File: config.mk
export PLATFORM = sky130hd
export DESIGN_NAME = fp_divider
export DESIGN_NICKNAME = d
export VERILOG_FILES = /design/src/rtl/fp_divider.sv
export SDC_FILE = /design/constraint.sdc
export NUM_CORES = 1
export LEC_CHECK = 0
export BUFFER_PORTS_ARGS = -buffer_cell sky130_fd_sc_hd__buf_2
export CORE_MARGIN = 4
export CORE_UTILIZATION = 45
export CTS_BUF_LIST = sky130_fd_sc_hd__clkbuf_16
export CTS_CLUSTER_DIAMETER = 120
export DETAILED_ROUTE_END_ITERATION = 12
export PLACE_DENSITY = 0.65
export SKIP_CTS_REPAIR_TIMING = 1
export SLEW_MARGIN = 25
export SYNTH_ARGS = -nofsm -noshare
export SYNTH_HDL_FRONTEND = slang
export SYNTH_SLANG_ARGS = --single-unit
File: constraint.sdc
create_clock -name clk -period 2.6 [get_ports clk]
set_clock_uncertainty 0.05 [all_clocks]
set_input_delay 0.26 -clock clk [delete_from_list [all_inputs] [get_ports clk]]
set_output_delay 0.26 -clock clk [all_outputs]
set_load 0.05 [all_outputs]
File: src/rtl/fp_divider.sv
// -----------------------------------------------------------------------------
// fp_divider
//   Multi-cycle IEEE-754 single-precision divider (Result = A / B).
//   A restoring mantissa divider produces one quotient bit per cycle.
//   The exponent is computed 8-bit modulo. The mantissa is truncated, not rounded.
//
//   Ports
//     clk      in   1  clock, all state updates on the rising edge
//     rst      in   1  synchronous active-high reset (aborts any operation)
//     start    in   1  divide request, sampled only while idle
//     A        in  32  dividend, captured on the accepting edge
//     B        in  32  divisor, captured on the accepting edge
//     Result   out 32  registered quotient, held until the next one is written
//     busy     out  1  high while dividing or normalising
//     done     out  1  one-cycle pulse in the cycle after Result is written
//     dz_flag  out  1  divide-by-zero, registered together with Result
//
//   Build option
//     FP_DIV_SPECIAL_EN : when defined, NaN, zero and infinity operands are
//                         recognised at normalisation time. When undefined,
//                         every operand is treated as a normalised number and
//                         dz_flag stays 0.
// -----------------------------------------------------------------------------
module fp_divider (
  input  logic        clk,
  input  logic        rst,
  input  logic        start,
  input  logic [31:0] A,
  input  logic [31:0] B,
  output logic [31:0] Result,
  output logic        busy,
  output logic        done,
  output logic        dz_flag
);

  typedef enum logic [1:0] {IDLE, DIV, NORM, DONE} state_t;

  state_t      state_q, state_d;
  logic        sign_q, sign_d;
  logic [7:0]  exp_a_q, exp_a_d;
  logic [7:0]  exp_b_q, exp_b_d;
  logic [23:0] mb_q, mb_d;
  logic [25:0] rem_q, rem_d;
  logic [24:0] quo_q, quo_d;
  logic [4:0]  cnt_q, cnt_d;
  logic [31:0] result_q, result_d;
  logic        dz_q, dz_d;
`ifdef FP_DIV_SPECIAL_EN
  logic        a_frac_nz_q, a_frac_nz_d;
`endif

  // Normalise the 25-bit quotient and pack the result. The quotient lies in
  // [2^23, 2^25). Its top bit selects which 23 bits form the mantissa and
  // selects the matching exponent bias. Low-order bits are dropped (truncation).
  function automatic logic [31:0] pack_quotient(input logic        s,
                                                input logic [7:0]  ea,
                                                input logic [7:0]  eb,
                                                input logic [24:0] q);
    logic [7:0]  e;
    logic [22:0] m;
    if (q[24]) begin
      e = ea - eb + 8'd127;
      m = q[23:1];
    end else begin
      e = ea - eb + 8'd126;
      m = q[22:0];
    end
    return {s, e, m};
  endfunction

  // One restoring step: a trial subtraction of the divisor from the partial
  // remainder. The remainder is always below 2*mB before the step, so
  // after any subtraction it fits in 25 bits. The left shift therefore
  // never loses a significant bit.
  logic        rem_ge;
  logic [25:0] rem_sub;

  always_comb begin
    rem_ge  = (rem_q >= {2'b00, mb_q});
    rem_sub = rem_ge ? (rem_q - {2'b00, mb_q}) : rem_q;
  end

`ifdef FP_DIV_SPECIAL_EN
  logic a_zero, b_zero, a_inf, b_inf, a_nan, b_nan;

  always_comb begin
    a_zero = (exp_a_q == 8'h00);
    b_zero = (exp_b_q == 8'h00);
    a_inf  = (exp_a_q == 8'hFF) && !a_frac_nz_q;
    a_nan  = (exp_a_q == 8'hFF) &&  a_frac_nz_q;
    b_inf  = (exp_b_q == 8'hFF) && (mb_q[22:0] == 23'h0);
    b_nan  = (exp_b_q == 8'hFF) && (mb_q[22:0] != 23'h0);
  end
`endif

  always_comb begin
    state_d  = state_q;
    sign_d   = sign_q;
    exp_a_d  = exp_a_q;
    exp_b_d  = exp_b_q;
    mb_d     = mb_q;
    rem_d    = rem_q;
    quo_d    = quo_q;
    cnt_d    = cnt_q;
    result_d = result_q;
    dz_d     = dz_q;
`ifdef FP_DIV_SPECIAL_EN
    a_frac_nz_d = a_frac_nz_q;
`endif

    case (state_q)
      IDLE: begin
        if (start) begin
          sign_d  = A[31] ^ B[31];
          exp_a_d = A[30:23];
          exp_b_d = B[30:23];
          mb_d    = {1'b1, B[22:0]};
          rem_d   = {2'b00, 1'b1, A[22:0]};
          quo_d   = '0;
          cnt_d   = 5'd24;
`ifdef FP_DIV_SPECIAL_EN
          a_frac_nz_d = (A[22:0] != 23'h0);
`endif
          state_d = DIV;
        end
      end

      DIV: begin
        // Quotient bits enter at the LSB. After 25 steps the first bit,
        // q[24], has reached the MSB.
        quo_d = {quo_q[23:0], rem_ge};
        rem_d = rem_sub << 1;
        if (cnt_q == 5'd0) begin
          state_d = NORM;
        end else begin
          cnt_d = cnt_q - 5'd1;
        end
      end

      NORM: begin
        dz_d     = 1'b0;
        result_d = pack_quotient(sign_q, exp_a_q, exp_b_q, quo_q);
`ifdef FP_DIV_SPECIAL_EN
        if (a_nan || b_nan || (a_zero && b_zero) || (a_inf && b_inf)) begin
          result_d = 32'h7FC0_0000;
        end else if (b_zero) begin
          result_d = {sign_q, 8'hFF, 23'h0};
          dz_d     = 1'b1;
        end else if (a_zero || b_inf) begin
          result_d = {sign_q, 31'h0};
        end else if (a_inf) begin
          result_d = {sign_q, 8'hFF, 23'h0};
        end
`endif
        state_d = DONE;
      end

      DONE: begin
        state_d = IDLE;
      end

      default: begin
        state_d = IDLE;
      end
    endcase
  end

  always_ff @(posedge clk) begin
    if (rst) begin
      state_q  <= IDLE;
      sign_q   <= 1'b0;
      exp_a_q  <= '0;
      exp_b_q  <= '0;
      mb_q     <= '0;
      rem_q    <= '0;
      quo_q    <= '0;
      cnt_q    <= '0;
      result_q <= '0;
      dz_q     <= 1'b0;
`ifdef FP_DIV_SPECIAL_EN
      a_frac_nz_q <= 1'b0;
`endif
    end else begin
      state_q  <= state_d;
      sign_q   <= sign_d;
      exp_a_q  <= exp_a_d;
      exp_b_q  <= exp_b_d;
      mb_q     <= mb_d;
      rem_q    <= rem_d;
      quo_q    <= quo_d;
      cnt_q    <= cnt_d;
      result_q <= result_d;
      dz_q     <= dz_d;
`ifdef FP_DIV_SPECIAL_EN
      a_frac_nz_q <= a_frac_nz_d;
`endif
    end
  end

  assign Result = result_q;
  assign busy   = (state_q == DIV) || (state_q == NORM);
  assign done   = (state_q == DONE);
`ifdef FP_DIV_SPECIAL_EN
  assign dz_flag = dz_q;
`else
  assign dz_flag = 1'b0;
`endif

endmodule

==> impl_metrics.csv, run 1 <==
group,metric,value,unit
run_status,outcome,"finished, violations left",
run_status,violations,"negative setup slack",
place,port-buffer-count,100,
sta,fin_hold_ws,19.52,ps
finish,utilization,60.24,%
power_and_ir_drop,powerDensity,1667,nW/µm²
finish,layout.nets,1124,
min_path,hold_class,"in2reg",
place,gp_congestion,0.8598,
power_and_ir_drop,p_seq_share,18.3,%
floorplan,die_y,133.6,µm
setup_path,critPathBufInv,3,
cts,clk_pin_slew,60,ps
sta,rsz0062_at_grt,"yes",
power_and_ir_drop,leakage,3.681,nW
synthesis,synthCells,876,
synthesis,synth_top_area_share,36.95,%
floorplan,die_area,17840,µm²
synthesis,ys_warn_count,0,
setup_path,start_kind,"flop",
grt,antenna_found_initial,0,
sta,slew_headroom,67.52,%
synthesis,synth_cell_types,63,
route,drtPass1Iterations,6,
cts,cts_max_path_buffers,2,
sta,finalWorstSetupSlack,-176.2,ps
route,routed_via_density,5.321,
setup_path,cp.depth,14,
place,place_inst,1193,
run,drv_cap,0,
grt,gr-total-overflow,0,
cts,cts_buffers,17,
sta,hold_viol,0,
route,wl_per_cell,14.90,µm
finish,stdcell_count,1238,
power_and_ir_drop,p_sw_share,44.45,%
synthesis,syn_nets,986,
finish,drive_gt1_share,27.26,%
power_and_ir_drop,comb_power_share,65.8,%
cts,clk_latency,420,ps
floorplan,die_x,133.6,µm
cts,cts_tree,"done",
sta,post-route-period-util,106.8,%
power_and_ir_drop,peakVddDrop,826.4,µV
grt,grt_max_degree,95,
power_and_ir_drop,p_clk_share,15.9,%
cts,cts_root_buf,"clkbuf_16",
sta,worst_pin_slew,474.9,ps
synthesis,async_flop_share,0,%
finish,n_fill_cell,1425,
sta,max_freq,0.3602,GHz
synthesis,yosysSeqAreaShare,36.95,%
setup_path,worst-path-max-fanout,2,
synthesis,avgSynthCellArea,8.101,µm²
min_path,min_path_cells,3,
floorplan,io_pins,102,
sta,finalSetupViolations,25,
setup_path,path_class,"reg2reg",
synthesis,synth_top_area_cell,"dfxtp_1",
setup_path,cp-end-kind,"flop",
sta,period_minus_slack,2776,ps
setup_path,path_cells,"inv_2, ha_4, inv_2, fa_2, buf_4, a21oi_2, nor3_1, nor2_1, a31oi_2, a221o_1, a21oi_2, o31ai_1, mux2_2, a32o_1",
finish,antenna_cells,0,
grt,grt_pass1_wl,28.95,mm
setup_path,required,2870,ps
power_and_ir_drop,intPower,0.008542,W
grt,grt_pass1_vias,6013,
setup_path,cpPeakStageDelay,330,ps
grt,grt_usage,19.85,%
finish,area_growth,29.99,%
floorplan,num_rows,45,
setup_path,arrival,3040,ps
route,drt_first_iter_violations,381,
floorplan,initial_utilization,46.34,%
synthesis,synth_edf_count,0,
setup_path,worst_path_max_delay_cell,"fa_2",
place,hpwl,12.37,mm
cts,htree_levels,4,
finish,layout_commonest_cell,"dfxtp_1",
route,num_vias,6587,
setup_path,critPathTopFamily,"compound AO/OA/AOI/OAI gates",
sta,slew_viol_final,0,
setup_path,reg2regPathDepth,14,
synthesis,yosys_most_used_dff,"dfxtp_1",
cts,clock-sinks,131,
synthesis,synth_seq_cells,131,
synthesis,synth_area_leaders,"dfxtp_1 37%, ha_1 7.2%, nand2_1 6.3%",
route,ant_nets,0,
power_and_ir_drop,p_sw,0.006836,W
finish,final_cell_mix,"125 x dfxtp_1, 108 x nand2_1, 99 x nor2_1, 99 x buf_2, 73 x a21oi_1",
route,drc,0,
floorplan,core-area,15310,µm²
route,drt_wl_total,18.44,mm
place,dp_slack,-238.5,ps
synthesis,synth_area,7097,µm²
power by group through the flow:
stage	Combinational, W	Clock [W]	Sequential (W)
global placement	0.00825	0	0.00282
floorplan	0.00549	0	0.00323
detailed placement	0.00831	0	0.00283
finish	0.0101	0.00245	0.00281
global route	0.0110	0.00259	0.00287
CTS	0.00839	0.00249	0.00279
sequential cells by signal, indices dropped and copies added, names as in the netlist:
signal and cells:
cnt_q 5, mb_q 24, rem_q 26, quo_q 25, Result 32, state_q 2
sign_q 1, exp_b_q 8, exp_a_q 8
metal layers:
| metal | vias to the layer above | part of all wire [%] | global-route usage [%] |
|---|---|---|---|
| met1 | 3058 | 47 | 26.40 |
| met4 | 0 | 1.4 | 5.371 |
| met2 | 145 | 47 | 32.11 |
| li1 | 3358 | - | - |
| met3 | 26 | 4.8 | 5.098 |
| met5 | - | 0 | 0 |
cell type report:
type | count | area, µm² | area share [%]
clock buffer | 17 | 425.4 | 4.611
tap | 211 | 264.0 | 2.862
sequential | 131 | 2630 | 28.51
multi-input combinational | 642 | 4358 | 47.24
inverter | 47 | 176.4 | 1.912
timing repair buffer | 175 | 1189 | 12.88
clock inverter | 15 | 182.7 | 1.980
worst reg2reg max path: stages, from the launching register on:
cell	delay, ps
dfxtp_2	320
inv_2	50
ha_4	120
inv_2	30
fa_2	330
buf_4	150
a21oi_2	130
nor3_1	60
nor2_1	220
a31oi_2	140
a221o_1	320
a21oi_2	180
o31ai_1	90
mux2_2	270
a32o_1	200
through the flow:
step                TNS, ps  total power [W]  cell area [µm²]
floorplan                 0         0.008720             7107
global placement      -3356          0.01108             8168
detailed placement    -3881          0.01114             8168
CTS                   -4229          0.01367             8776
global route          -5314          0.01648             9225
finish                -2624          0.01538             9225
cells in the mapped netlist (3+ instances only):
master    instances
inv_1            46
a21oi_1          84
a31oi_1           4
ha_1             41
dfxtp_1         131
buf_1             7
nand2_1         119
o211ai_1         14
o21ai_0          22
a221oi_1          3
a211o_1           3
mux2i_1          34
xor2_1           13
and2_1            5
a32o_1           10
nor2_1          101
nor4_1            3
a22oi_1          26
o21ai_1           5
a21o_1            5
o21a_1            8
nor3_1           21
a211oi_1         36
nand3_1           4
xnor2_1          18
nor2b_1           5
clkbuf_1         43
and3_1            3
nand4_1           8
nand2b_1          6
or3_1             4
worst paths after layout:
path	end	from	slack [ps]
max	rem_q[25]	rem_q[0]	-180
min	mb_q[6]	B[6]	20
min reg2reg	mb_q[6]	mb_q[6]	400
max reg2reg	rem_q[25]	rem_q[0]	-180
logic make-up (layout without fill, tap and decap cells):
family,Yosys count,after routing,share of synthesized area (%)
multiplexers,35,35,4.954
flip-flops,131,131,36.95
buffers and inverters,103,254,5.800
adder cells (fa/ha/maj),43,43,7.793
AO/OA/AOI/OAI,243,243,22.92
other,1,1,0.05284
AND/OR/NAND/NOR,288,288,17.38
XOR/XNOR,32,32,4.143
(Power assumes the default switching activity.)
==> run 2: changes to the inputs <==
clock period = 2.2 ns   (was 2.6 ns; I/O delays follow)
==> run 2 against run 1 <==
  * The run ends with negative hold slack, negative setup slack left
  * Critical path depth fell by 1
  * Setup slack worse by 350 ps
  * Sequential power up 18%
  * Final area grew 7.4%
  * Non-clock buffer count grew 66
==> impl_metrics.csv, run 2 (synthesis gave the netlist of run 1 again) <==
group,metric,value,unit
run_status,outcome,"finished, violations left",
run_status,violations,"negative hold slack, negative setup slack",
sta,fin_hold_ws,-20.14,ps
floorplan,initial_utilization,46.34,%
finish,final_cell_area,9910,µm²
sta,slew_viol_final,0,
finish,largest_reg_flops,32,
place,dpl-instance-area,8778,µm²
route,wl_per_cell,14.59,µm
sta,slew_headroom,64.54,%
setup_path,critPathBufInv,3,
floorplan,die_x,133.6,µm
grt,grt_usage,20.92,%
place,hpwl,13.08,mm
route,drt_wl_total,19.03,mm
sta,hold_viol,21,
setup_path,cp_common_cell,"inv_2",
grt,gr-total-overflow,0,
setup_path,cp-end-kind,"flop",
sta,rsz0062_at_grt,"yes",
cts,cts_tree,"done",
finish,drive_gt1_share,31.84,%
setup_path,arrival,3000,ps
cts,cts_buffers,17,
sta,worst_pin_slew,531.4,ps
finish,n_fill_cell,1320,
finish,area_growth,39.63,%
route,num_vias,6829,
cts,clk_latency,420,ps
power_and_ir_drop,peakVddDrop,898.8,µV
cts,cts_max_path_buffers,2,
grt,grt_pass1_vias,6456,
setup_path,rrSetupSlack,-520,ps
route,drc,0,
setup_path,rr_endpoint,"rem_q[15]",
place,gp_congestion,0.9007,
sta,post-route-period-util,123.8,%
setup_path,required,2480,ps
grt,grt_pass1_wl,30.74,mm
cts,htree_levels,4,
floorplan,io_pins,102,
finish,layout_commonest_cell,"dfxtp_1",
sta,period_minus_slack,2724,ps
sta,finalWorstSetupSlack,-524.1,ps
route,drtPass1Iterations,5,
run,drv_cap,0,
cts,cts_root_buf,"clkbuf_16",
setup_path,worst_path_max_delay_cell,"fa_2",
floorplan,die_y,133.6,µm
finish,utilization,64.71,%
route,ant_nets,0,
setup_path,path_class,"reg2reg",
min_path,min_path_cells,3,
cts,clock-sinks,131,
grt,grt_max_degree,94,
floorplan,num_rows,45,
finish,final_cell_mix,"119 x dfxtp_1, 114 x nand2_1, 114 x buf_4",
place,port-buffer-count,100,
power_and_ir_drop,leakage,4.049,nW
floorplan,die_area,17840,µm²
setup_path,worst-path-max-fanout,6,
route,drt_first_iter_violations,467,
min_path,holdCritStartpoint,"B[25]",
floorplan,core-area,15310,µm²
route,routed_via_density,5.237,
setup_path,path_cells,"inv_2, ha_4, inv_2, fa_2, a21o_1, a31oi_2, o211ai_1, a21oi_1, o22ai_2, or2_4, buf_12, mux2i_2, a221oi_2",
finish,layout.nets,1190,
grt,antenna_found_initial,1,
setup_path,critPathTopFamily,"compound AO/OA/AOI/OAI gates",
setup_path,reg2regPathDepth,13,
setup_path,start_kind,"flop",
finish,antenna_cells,0,
cts,clk_pin_slew,60,ps
power_and_ir_drop,powerDensity,1963,nW/µm²
setup_path,cpPeakStageDelay,340,ps
sta,finalSetupViolations,29,
setup_path,reg2reg_from,"rem_q[0]",
sta,max_freq,0.3671,GHz
min_path,hold_class,"in2reg",
min_path,hold_end,"exp_b_q[2]",
run 2: cell types whose count changed in the layout (fill, tap and decap cells not counted), sizes merged:
cell	change
clkinv	-1
bufinv	+2
buf	+57
dlygate4sd3	+11
inv	-1
clkbuf	-2
run 2: per-stage QoR:
step	setup TNS, ps	setup slack (ps)	instances	hold WS (ps)	total power [W]
3_5_place_dp	-10730	-475.3	1254	397.6	0.01498
6_report	-12100	-524.1	1304	-20.14	0.01945
2_1_floorplan	-4107	-300.2	876	298.4	0.01074
4_1_cts	-11120	-531.0	1286	-31.95	0.01813
5_1_grt	-16290	-658.8	1304	0.9883	0.02080
3_3_place_gp	-9019	-415.3	1254	393.6	0.01484
run 2: worst register-to-register path: cells and delay by family (launching register included):
kind / cells / cell delay (ps)
AO/OA/AOI/OAI: 6 / 1080
adder cells (fa/ha/maj): 2 / 460
flip-flops: 1 / 320
AND/OR/NAND/NOR: 1 / 320
buffers and inverters: 3 / 240
multiplexers: 1 / 150
run 2: layout make-up:
type	count	area (µm²)	share of cell area (%)
clock buffer	17	425.4	4.293
tap	211	264.0	2.664
timing repair buffer	241	1714	17.30
inverter	47	178.9	1.806
sequential	131	2638	26.62
clock inverter	15	211.5	2.134
multi-input combinational	642	4478	45.19
run 2: worst max path at each step:
stage	from	endpoint	slack, ps	cells after the start
4_1_cts	rem_q[0]	rem_q[25]	-530	14
3_3_place_gp	rem_q[0]	rem_q[25]	-420	14
3_5_place_dp	rem_q[0]	rem_q[25]	-480	14
6_report	rem_q[0]	rem_q[15]	-520	13
2_1_floorplan	exp_a_q[0]	Result[30]	-300	12
5_1_grt	mb_q[0]	rem_q[25]	-660	13
run 2: power breakdown:
| group | switching (W) | internal, W |
|---|---|---|
| Clock | 0.00107 | 0.00200 |
| Combinational | 0.00690 | 0.00617 |
| Sequential | 0.000365 | 0.00296 |
run 2: routing by layer:
| metal | track usage (%) | up-vias | part of all wire [%] |
|---|---|---|---|
| met5 | 0 | - | 0.11 |
| met1 | 27.86 | 3161 | 48 |
| met2 | 34.57 | 153 | 47 |
| li1 | - | 3491 | - |
| met3 | 4.418 | 22 | 4.1 |
| met4 | 5.600 | 2 | 1.2 |
